**src/rtl/alu_seq_pkg.sv**
```systemverilog
// Shared definitions for the ALU issue sequencer: ALU function codes
// and the sequencer state encoding.
package alu_seq_pkg;

  localparam logic [5:0] FN_ADD   = 6'd32;
  localparam logic [5:0] FN_SUB   = 6'd34;
  localparam logic [5:0] FN_AND   = 6'd36;
  localparam logic [5:0] FN_OR    = 6'd37;
  localparam logic [5:0] FN_SLT   = 6'd42;
  localparam logic [5:0] FN_SRL   = 6'd2;
  localparam logic [5:0] FN_MULTU = 6'd25;
  localparam logic [5:0] FN_MFHI  = 6'd16;
  localparam logic [5:0] FN_MFLO  = 6'd18;
  localparam logic [5:0] FN_NOP   = 6'd63;

  typedef enum logic [2:0] {
    ST_IDLE   = 3'd0,
    ST_ISSUE  = 3'd1,
    ST_WAIT   = 3'd2,
    ST_MUL    = 3'd3,
    ST_MULFIN = 3'd4,
    ST_RESP   = 3'd5
  } seq_state_t;

endpackage

```
**src/rtl/alu_seq_legal.sv**
```systemverilog
// Combinational function-code decode: flags codes the ALU understands
// and singles out the multi-cycle multiply.
module alu_seq_legal
  import alu_seq_pkg::*;
(
  input  logic [5:0] funct_i,
  output logic       is_legal_o,
  output logic       is_mul_o
);

  // Classify the incoming function code; anything unlisted (including NOP) is illegal.
  always_comb begin
    is_legal_o = 1'b0;
    is_mul_o   = 1'b0;
    case (funct_i)
      FN_ADD, FN_SUB, FN_AND, FN_OR, FN_SLT, FN_SRL, FN_MFHI, FN_MFLO: begin
        is_legal_o = 1'b1;
      end
      FN_MULTU: begin
        is_legal_o = 1'b1;
        is_mul_o   = 1'b1;
      end
      default: begin
      end
    endcase
  end

endmodule

```
**src/rtl/alu_issue_sequencer.sv**
```systemverilog
// Issue sequencer in front of a registered ALU. Accepts one operation at a
// time, drives registered operands/function to the ALU, holds MULTU for the
// multiplier latency and returns exactly one response per operation.
// Optional performance counters are built when ALU_SEQ_PERF_EN is defined.
module alu_issue_sequencer
  import alu_seq_pkg::*;
#(
  parameter int MUL_CYCLES = 32,
  parameter int DATA_W     = 32
) (
  input  logic              clk,
  input  logic              reset,
  input  logic              in_valid,
  output logic              in_ready,
  input  logic [5:0]        in_funct,
  input  logic [DATA_W-1:0] in_a,
  input  logic [DATA_W-1:0] in_b,
  output logic [DATA_W-1:0] alu_dataA,
  output logic [DATA_W-1:0] alu_dataB,
  output logic [5:0]        alu_signal,
  input  logic [DATA_W-1:0] alu_result,
  output logic              out_valid,
  input  logic              out_ready,
  output logic [DATA_W-1:0] out_data,
  output logic              out_err,
  output logic              busy,
  output logic [31:0]       perf_ops,
  output logic [31:0]       perf_stall
);

  localparam int CNT_W = (MUL_CYCLES > 1) ? $clog2(MUL_CYCLES) : 1;
  localparam logic [CNT_W-1:0] CNT_LOAD = CNT_W'(MUL_CYCLES - 1);

  seq_state_t        state_q, state_d;
  logic [CNT_W-1:0]  cnt_q, cnt_d;
  logic [DATA_W-1:0] a_q, a_d, b_q, b_d;
  logic [5:0]        sig_q, sig_d;
  logic [DATA_W-1:0] data_q, data_d;
  logic              err_q, err_d;
  logic              is_legal, is_mul;

  alu_seq_legal u_legal (
    .funct_i    (in_funct),
    .is_legal_o (is_legal),
    .is_mul_o   (is_mul)
  );

  assign in_ready   = (state_q == ST_IDLE) && !reset;
  assign out_valid  = (state_q == ST_RESP);
  assign busy       = (state_q != ST_IDLE);
  assign alu_dataA  = a_q;
  assign alu_dataB  = b_q;
  assign alu_signal = sig_q;
  assign out_data   = data_q;
  assign out_err    = err_q;

  // Next-state logic: accept, walk the ALU pipeline or multiply hold, then respond.
  always_comb begin
    state_d = state_q;
    cnt_d   = cnt_q;
    a_d     = a_q;
    b_d     = b_q;
    sig_d   = sig_q;
    data_d  = data_q;
    err_d   = err_q;
    case (state_q)
      ST_IDLE: begin
        if (in_valid && in_ready) begin
          a_d = in_a;
          b_d = in_b;
          if (!is_legal) begin
            err_d   = 1'b1;
            data_d  = '0;
            state_d = ST_RESP;
          end else begin
            err_d = 1'b0;
            sig_d = in_funct;
            if (is_mul) begin
              cnt_d   = CNT_LOAD;
              state_d = ST_MUL;
            end else begin
              state_d = ST_ISSUE;
            end
          end
        end
      end
      ST_ISSUE: begin
        state_d = ST_WAIT;
      end
      ST_WAIT: begin
        data_d  = alu_result;
        sig_d   = FN_NOP;
        state_d = ST_RESP;
      end
      ST_MUL: begin
        if (cnt_q == '0) begin
          sig_d   = FN_NOP;
          state_d = ST_MULFIN;
        end else begin
          cnt_d = cnt_q - CNT_W'(1);
        end
      end
      ST_MULFIN: begin
        data_d  = '0;
        err_d   = 1'b0;
        state_d = ST_RESP;
      end
      ST_RESP: begin
        if (out_ready) begin
          state_d = ST_IDLE;
        end
      end
      default: begin
        sig_d   = FN_NOP;
        state_d = ST_IDLE;
      end
    endcase
  end

  // State registers; reset aborts any operation in flight without a response.
  always_ff @(posedge clk) begin
    if (reset) begin
      state_q <= ST_IDLE;
      cnt_q   <= '0;
      a_q     <= '0;
      b_q     <= '0;
      sig_q   <= FN_NOP;
      data_q  <= '0;
      err_q   <= 1'b0;
    end else begin
      state_q <= state_d;
      cnt_q   <= cnt_d;
      a_q     <= a_d;
      b_q     <= b_d;
      sig_q   <= sig_d;
      data_q  <= data_d;
      err_q   <= err_d;
    end
  end

`ifdef ALU_SEQ_PERF_EN
  logic [31:0] ops_q, stall_q;

  // Count completed handshakes and cycles spent waiting on the multiplier.
  always_ff @(posedge clk) begin
    if (reset) begin
      ops_q   <= '0;
      stall_q <= '0;
    end else begin
      if (out_valid && out_ready) begin
        ops_q <= ops_q + 32'd1;
      end
      if ((state_q == ST_MUL) || (state_q == ST_MULFIN)) begin
        stall_q <= stall_q + 32'd1;
      end
    end
  end

  assign perf_ops   = ops_q;
  assign perf_stall = stall_q;
`else
  assign perf_ops   = 32'd0;
  assign perf_stall = 32'd0;
`endif

endmodule

```
**config.mk**
```make
export PLATFORM = sky130hd
export DESIGN_NAME = alu_issue_sequencer
export DESIGN_NICKNAME = d
export VERILOG_FILES = /design/src/rtl/alu_seq_pkg.sv /design/src/rtl/alu_seq_legal.sv /design/src/rtl/alu_issue_sequencer.sv
export SDC_FILE = /design/constraint.sdc
export NUM_CORES = 1
export LEC_CHECK = 0
export BUFFER_PORTS_ARGS = -buffer_cell sky130_fd_sc_hd__buf_2
export CAP_MARGIN = 20
export CORE_AREA = 2 2 107 109
export CTS_CLUSTER_SIZE = 16
export DETAILED_ROUTE_END_ITERATION = 7
export DIE_AREA = 0 0 109 111
export HOLD_SLACK_MARGIN = 0.08
export PLACE_DENSITY = 0.78
export SLEW_MARGIN = 20
export SYNTH_ARGS = -nofsm -noshare
export SYNTH_HDL_FRONTEND = slang
export SYNTH_SLANG_ARGS = --single-unit
```
**constraint.sdc**
```tcl
create_clock -name clk -period 2.2 [get_ports clk]
set_input_delay 0.22 -clock clk [delete_from_list [all_inputs] [get_ports clk]]
set_output_delay 0.22 -clock clk [all_outputs]
set_load 0.02 [all_outputs]
```
# Word-level counts from Yosys, hierarchy flattened
# Cells that the tools add are included.
[classes]
addsub = 1
eq_ne = 21
n_mux = 23
bitwise_logic = 1
reduce_logical = 18
[op_table]
columns = ["operator", "count"]
rows = [
  ["32-bit one-hot mux with 3 select lines", 1],
  ["32-bit 2-to-1 mux", 2],
  ["6-bit equality test, second input constant", 5],
  ["5-bit 2-to-1 mux", 4],
  ["6-bit by 5-bit equality test with 1-bit output, second input constant", 3],
  ["6-bit 2-to-1 mux", 3],
  ["6-bit one-hot mux with 3 select lines", 1],
  ["3-bit one-hot mux with 5 select lines", 1],
  ["3-bit 2-to-1 mux", 4],
  ["2-bit inequality test, second input constant", 5],
  ["5-bit one-hot mux with 2 select lines", 1],
  ["9-bit OR reduction", 1],
  ["3-bit by 2-bit equality test with 1-bit output, second input constant", 2],
  ["3-bit equality test, second input constant", 2],
  ["6-bit by 2-bit equality test with 1-bit output, second input constant", 1],
  ["3-bit AND reduction", 2],
  ["3-bit nonzero test", 2],
  ["5-bit logical NOT", 1],
  ["5-bit AND reduction", 1],
  ["5-bit by 1-bit subtractor with 5-bit output, second input constant", 1],
  ["1-bit 2-to-1 mux", 4],
  ["2-bit by 1-bit inequality test with 1-bit output, second input constant", 2],
  ["2-bit AND reduction", 2],
  ["4-bit AND reduction", 1],
  ["10 further kinds", 12],
]
[totals]
regBits = 111
input_bits = 106
output_inout_bits = 170
wordCells = 71

# Longest topological paths before layout
[depth]
word_depth = 6
depth_mapped = 7
ltp_nobuf = 7

# By module
# From an unflattened synthesis, not the netlist that was laid out.
[hier_totals]
hier_cells = 521
hier_area_um2 = 4573.1
[by_module_without_submodules]
columns = ["mod", "instances", "cells_each", "area_each_um2", "seq_area_each_um2"]
rows = [
  ["alu_issue_sequencer", 1, 508, 4500.6, 2222.1],
  ["alu_seq_legal", 1, 13, 72.6, 0.0],
]

# Worst setup path after synthesis
# Ideal clock, no wire load.
[synth_path]
path_kind = "flip-flop to flip-flop"
start = "register cnt_q[0]"
end = "register cnt_q[1]"
setup_ns = 0.091
t_arrival_ns = 1.474
t_required_ns = 2.109
slack_ns = 0.635
path_stages_with_launch = 7
n_path_buf = 0
synth_period_minus_slack_ns = 1.565
cell_sequence = "dfxtp_1 -> inv_1 -> ha_1 -> nor4b_2 -> nor2_1 -> o22a_1 -> a311oi_1"
[synth_between]
elab_chain_len = 3
word_cells_on_any_way = 6
classes_between = "add/sub (1); eq/ne (1); mux (2); reduce/logical (2)"
[synth_lines]
columns = ["item", "line", "text"]
rows = [
  ["start: declaration", "alu_issue_sequencer.sv:35", "logic [CNT_W-1:0] cnt_q, cnt_d;"],
  ["start signal: assignment", "alu_issue_sequencer.sv:132", "cnt_q <= cnt_d;"],
  ["5-bit by 1-bit subtractor with 5-bit output or 5-bit logical NOT (tied branches)", "alu_issue_sequencer.sv:100, alu_issue_sequencer.sv:96", ""],
  ["5-bit 2-to-1 mux or 2-bit inequality test (tied branches)", "-", ""],
  ["5-bit one-hot mux with 2 select lines or 5-bit AND reduction (tied branches)", "-", ""],
]
# Several ways; a longest one is shown, not always the timed one. The select of a mux whose other input is x is not followed.
# A chain may end at the register's enable or synchronous reset.

# Final worst setup path
[layout_path]
start = "register state_q[0]"
end = "register cnt_q[1]"
[layout_between]
elab_chain_len = 5
word_cells_on_any_way = 11
classes_between = "eq/ne (5); mux (1); reduce/logical (5)"
[layout_lines]
columns = ["item", "line", "text"]
rows = [
  ["start: declaration", "alu_issue_sequencer.sv:34", "seq_state_t state_q, state_d;"],
  ["start signal: assignment", "alu_issue_sequencer.sv:131", "state_q <= state_d;"],
  ["3-bit logical NOT", "alu_issue_sequencer.sv:48, alu_issue_sequencer.sv:66", ""],
  ["1-bit logical AND", "alu_issue_sequencer.sv:48", "assign in_ready = (state_q == ST_IDLE) && !reset;"],
  ["1-bit logical AND", "alu_issue_sequencer.sv:68", "if (in_valid && in_ready) begin"],
  ["2-bit by 1-bit inequality test with 1-bit output (no source line)", "-", ""],
  ["5-bit AND reduction (no source line)", "-", ""],
]
# Several ways; a longest one is shown, not always the timed one.

==> flow_summary.yaml <==
setup_path:
  critical_path.max_stage_delay_ns: 0.62
  path_depth: 5
  register_to_register_setup_slack_ns: 0.36
  path_max_fanout: 14
  setup.worst_path.class: "register to register"
  cp_cell_sequence: "nand3b_1, nor2_1, o22a_1, nor2_1, a311oi_1"
  crit_required_ns: 2.44
  worst_reg2reg_path_depth: 5
  worstPathBufferInverterCount: 0
  cp_slowest_cell: "sky130_fd_sc_hd__dfxtp_1"
  top_cell_by_count_worst_path: "sky130_fd_sc_hd__nor2_1"
  worstSetupStartpointType: "register"
  arrival_ns: 2.08
  reg_to_reg_start: "state_q[0]$_SDFFE_PP0P_"
  cp-end-kind: "register"
  critical-path-top-delay-family: "flip-flops"
  regToRegEndpoint: "cnt_q[1]$_SDFFE_PP0P_"
placement:
  count_of_placed_standard_cells_including_taps: 842
  dpl.hpwl_um: 7650
  placed_cell_area_um2: 5570
  numPortBuffers: 211
  place.gp.congestion: 0.830
sta:
  total_negative_slack_for_setup_checks_ns: 0
  timing.final.hold_violations: 0
  worst_slew_pin_slew_ns: 0.528
  final_number_of_setup_violating_endpoints: 0
  rsz0062_at_grt: "no"
  fmax_ghz: 0.544
  finalWorstPathRequiredPeriod_ns: 1.84
  slew_headroom_pct: 64.5
  finClkSkew_ns: 0.00759
  hold_ws_ns: 0.0969
  final-max-slew-violation-count: 0
  final_min_period_over_clock_period_pct: 83.6
flow_run:
  max-cap-violations: 0
finish:
  layout_cells_sized_above_1_pct: 31.2
  final_nets: 890
  fin_area_um2: 6570
  seqCellArea_um2: 2220
  final-instance-count-excl-fill: 929
  layout.filler_cells: 892
  antenna_cells_inserted: 0
  multi_input_area_um2: 2020
  flow.area_growth_from_synthesis_pct: 40.6
cts:
  clock_sink_count: 111
  clock-root-buffer: "sky130_fd_sc_hd__clkbuf_16"
  clkLatencyLatePin_ns: 0.34
  cts_made_buffers: 9
  h-tree-depth: 3
  tritoncts: "done"
  clk_pin_slew_ns: 0.07
  cts_setup_buffers: 0
  cts.path.max_buffers: 2
die:
  floorplan.die.width_um: 109
  placeableCoreArea_um2: 11100
  fp.dieH_um: 111
  overall_die_area_um2: 12100
  placement_rows: 39
  io_pins: 276
  floorplan.initialDensity_pct: 42.2
routing:
  ant_nets: 0
  detail_route.vias_per_cell: 4.65
  finalWirelength_um: 12500
  wl_per_cell_um: 13.4
  drt_iter0_markers: 301
  vias: 4316
  detailedRoute.firstPassIterationCount: 4
  drc: 0
logic_synthesis:
  synth_area_per_cell_um2: 9.14
  synth_cells: 511
  yosysUniqueCellTypes: 43
  yosys_most_used_dff: "sky130_fd_sc_hd__dfxtp_1"
  synth-edff-count: 0
  yosys_warnings: 0
  synth-async-reset-ratio_pct: 0
  synth.yosys.seq_area_share_pct: 47.6
  ys_seq_elements: 111
  mappedNetlistArea_um2: 4670
power:
  design_power_total_w: 0.00533
  power.share.sequential_pct: 44.9
  share_clk_of_total_power_pct: 28.3
  internal_power_of_the_cells_w: 0.00357
  power.static_leakage_nw: 3.39
  switching_share_of_power_pct: 33.0
  comb_power_share_pct: 26.8
  power_switching_w: 0.00176
  max-vdd-ir-drop_mv: 0.530
  power-per-cell-area_nw_per_um2: 811
status:
  run_status: "completed"
min_path:
  worst_hold_end: "out_data[18]$_SDFFE_PP0P_"
  holdCritStartpoint: "alu_result[18]"
  hold_class: "input pin to register"
  hold_depth: 2
global_routing:
  grt_first_pass_wirelength_um: 19200
  gr-total-overflow: 0
  grt_start_max_net_pins: 41
  grt.total_usage_pct: 19.8
  number_of_global_route_vias_before_repair: 4130
  initial_antenna_violation_count: 0
[state kept, by name, indices dropped and copies added, names as in the netlist]
register / flops
alu_dataA: 32
alu_dataB: 32
alu_signal: 6
cnt_q: 5
out_data: 32
out_err: 1
state_q: 3
[placed cells by master, fill, tap and decap left out, types with 2 or more instances in the layout]
cell type and count:
sky130_fd_sc_hd__dlygate4sd3_1 72, sky130_fd_sc_hd__inv_6 2, sky130_fd_sc_hd__dfxtp_1 111, sky130_fd_sc_hd__a311oi_1 3, sky130_fd_sc_hd__clkbuf_16 9, sky130_fd_sc_hd__inv_1 5
sky130_fd_sc_hd__a21oi_1 9, sky130_fd_sc_hd__conb_1 64, sky130_fd_sc_hd__ha_1 2, sky130_fd_sc_hd__buf_4 7, sky130_fd_sc_hd__nor2_1 10, sky130_fd_sc_hd__or3_1 3
sky130_fd_sc_hd__nand3b_1 66, sky130_fd_sc_hd__buf_2 211, sky130_fd_sc_hd__o22a_1 7, sky130_fd_sc_hd__a22o_1 32, sky130_fd_sc_hd__nor4_2 2, sky130_fd_sc_hd__nand2_1 135
sky130_fd_sc_hd__nand2b_1 2, sky130_fd_sc_hd__nor3_1 4
[per-stage QoR]
step           utilization [%]  worst slack (ns)
2_1_floorplan                -             0.635
3_3_place_gp              50.3             0.459
3_5_place_dp              50.3             0.390
4_1_cts                   59.3             0.379
5_1_grt                   59.3             0.205
6_report                  59.3             0.361
[area by class of cell]
class	count	area share, %
multi-input combinational	363	30.8
sequential	111	33.8
inverter	6	0.343
timing repair buffer	291	28.2
clock inverter	4	0.457
clock buffer	11	3.70
tap	143	2.73
[synthesized netlist by cell type (2+ instances only)]
cell type / number / share of area [%]
sky130_fd_sc_hd__dfxtp_1: 111 / 48
sky130_fd_sc_hd__nand2_1: 136 / 11
sky130_fd_sc_hd__nand3b_1: 66 / 11
sky130_fd_sc_hd__a21oi_1: 9 / 0.96
sky130_fd_sc_hd__nor2_1: 10 / 0.80
sky130_fd_sc_hd__a311oi_1: 3 / 0.56
sky130_fd_sc_hd__or3_1: 3 / 0.40
sky130_fd_sc_hd__buf_6: 6 / 1.4
sky130_fd_sc_hd__ha_1: 2 / 0.54
sky130_fd_sc_hd__buf_4: 64 / 10
sky130_fd_sc_hd__nand2b_1: 2 / 0.27
sky130_fd_sc_hd__buf_2: 9 / 0.96
sky130_fd_sc_hd__nor4_2: 3 / 0.80
sky130_fd_sc_hd__o22a_1: 7 / 1.3
sky130_fd_sc_hd__nor3_1: 4 / 0.43
sky130_fd_sc_hd__clkbuf_1: 14 / 1.1
sky130_fd_sc_hd__inv_1: 5 / 0.40
sky130_fd_sc_hd__a22o_1: 32 / 6.0
[worst register-to-register path, delay by kind of cell, from the launching register on]
| family | cells | cell delay (ns) |
|---|---|---|
| flops | 1 | 0.62 |
| compound gates | 2 | 0.57 |
| simple gates | 3 | 0.55 |
[cell families (layout without fill, tap and decap cells)]
group	count (synthesis)	in the layout	synth area share, %
simple gates	232	232	25.6
flops	111	111	47.6
buf+inv	100	312	14.5
compound gates	64	64	11.5
fa+ha+maj	2	2	0.536
other cells	1	64	0.0803
mux	1	1	0.241
[power groups by stage]
stage / clock, W / combinational, W / sequential, W
5_1_grt: 0.00164 / 0.00154 / 0.00243
3_3_place_gp: 0 / 0.00131 / 0.00242
3_5_place_dp: 0 / 0.00131 / 0.00243
2_1_floorplan: 0 / 0.000755 / 0.00265
6_report: 0.00151 / 0.00143 / 0.00239
4_1_cts: 0.00155 / 0.00141 / 0.00239
[routing by layer]
layer	vias to the layer above	routed length [um]	GRT usage (%)
met1	1947	5150	22.3
met2	195	5930	33.8
met3	30	1030	5.94
met4	0	335	8.89
li1	2144	-	-
met5	-	0	0
[repair_timing]
action | CTS | global route
resized for setup | 0 | 0
endpoints found under the hold margin | 72 | 0
hold buffers | 72 | 0
[worst max path at each step]
stage	startpoint	to	slack [ns]
after CTS	state_q[0]$_SDFFE_PP0P_	cnt_q[2]$_SDFFE_PP0P_	0.38
after global routing	state_q[0]$_SDFFE_PP0P_	cnt_q[1]$_SDFFE_PP0P_	0.21
after detailed placement	state_q[0]$_SDFFE_PP0P_	cnt_q[2]$_SDFFE_PP0P_	0.39
after global placement	cnt_q[0]$_SDFFE_PP0P_	cnt_q[1]$_SDFFE_PP0P_	0.46
after floorplan	cnt_q[0]$_SDFFE_PP0P_	cnt_q[1]$_SDFFE_PP0P_	0.64
final	state_q[0]$_SDFFE_PP0P_	cnt_q[1]$_SDFFE_PP0P_	0.36
Power figures use the tool's default switching activity.
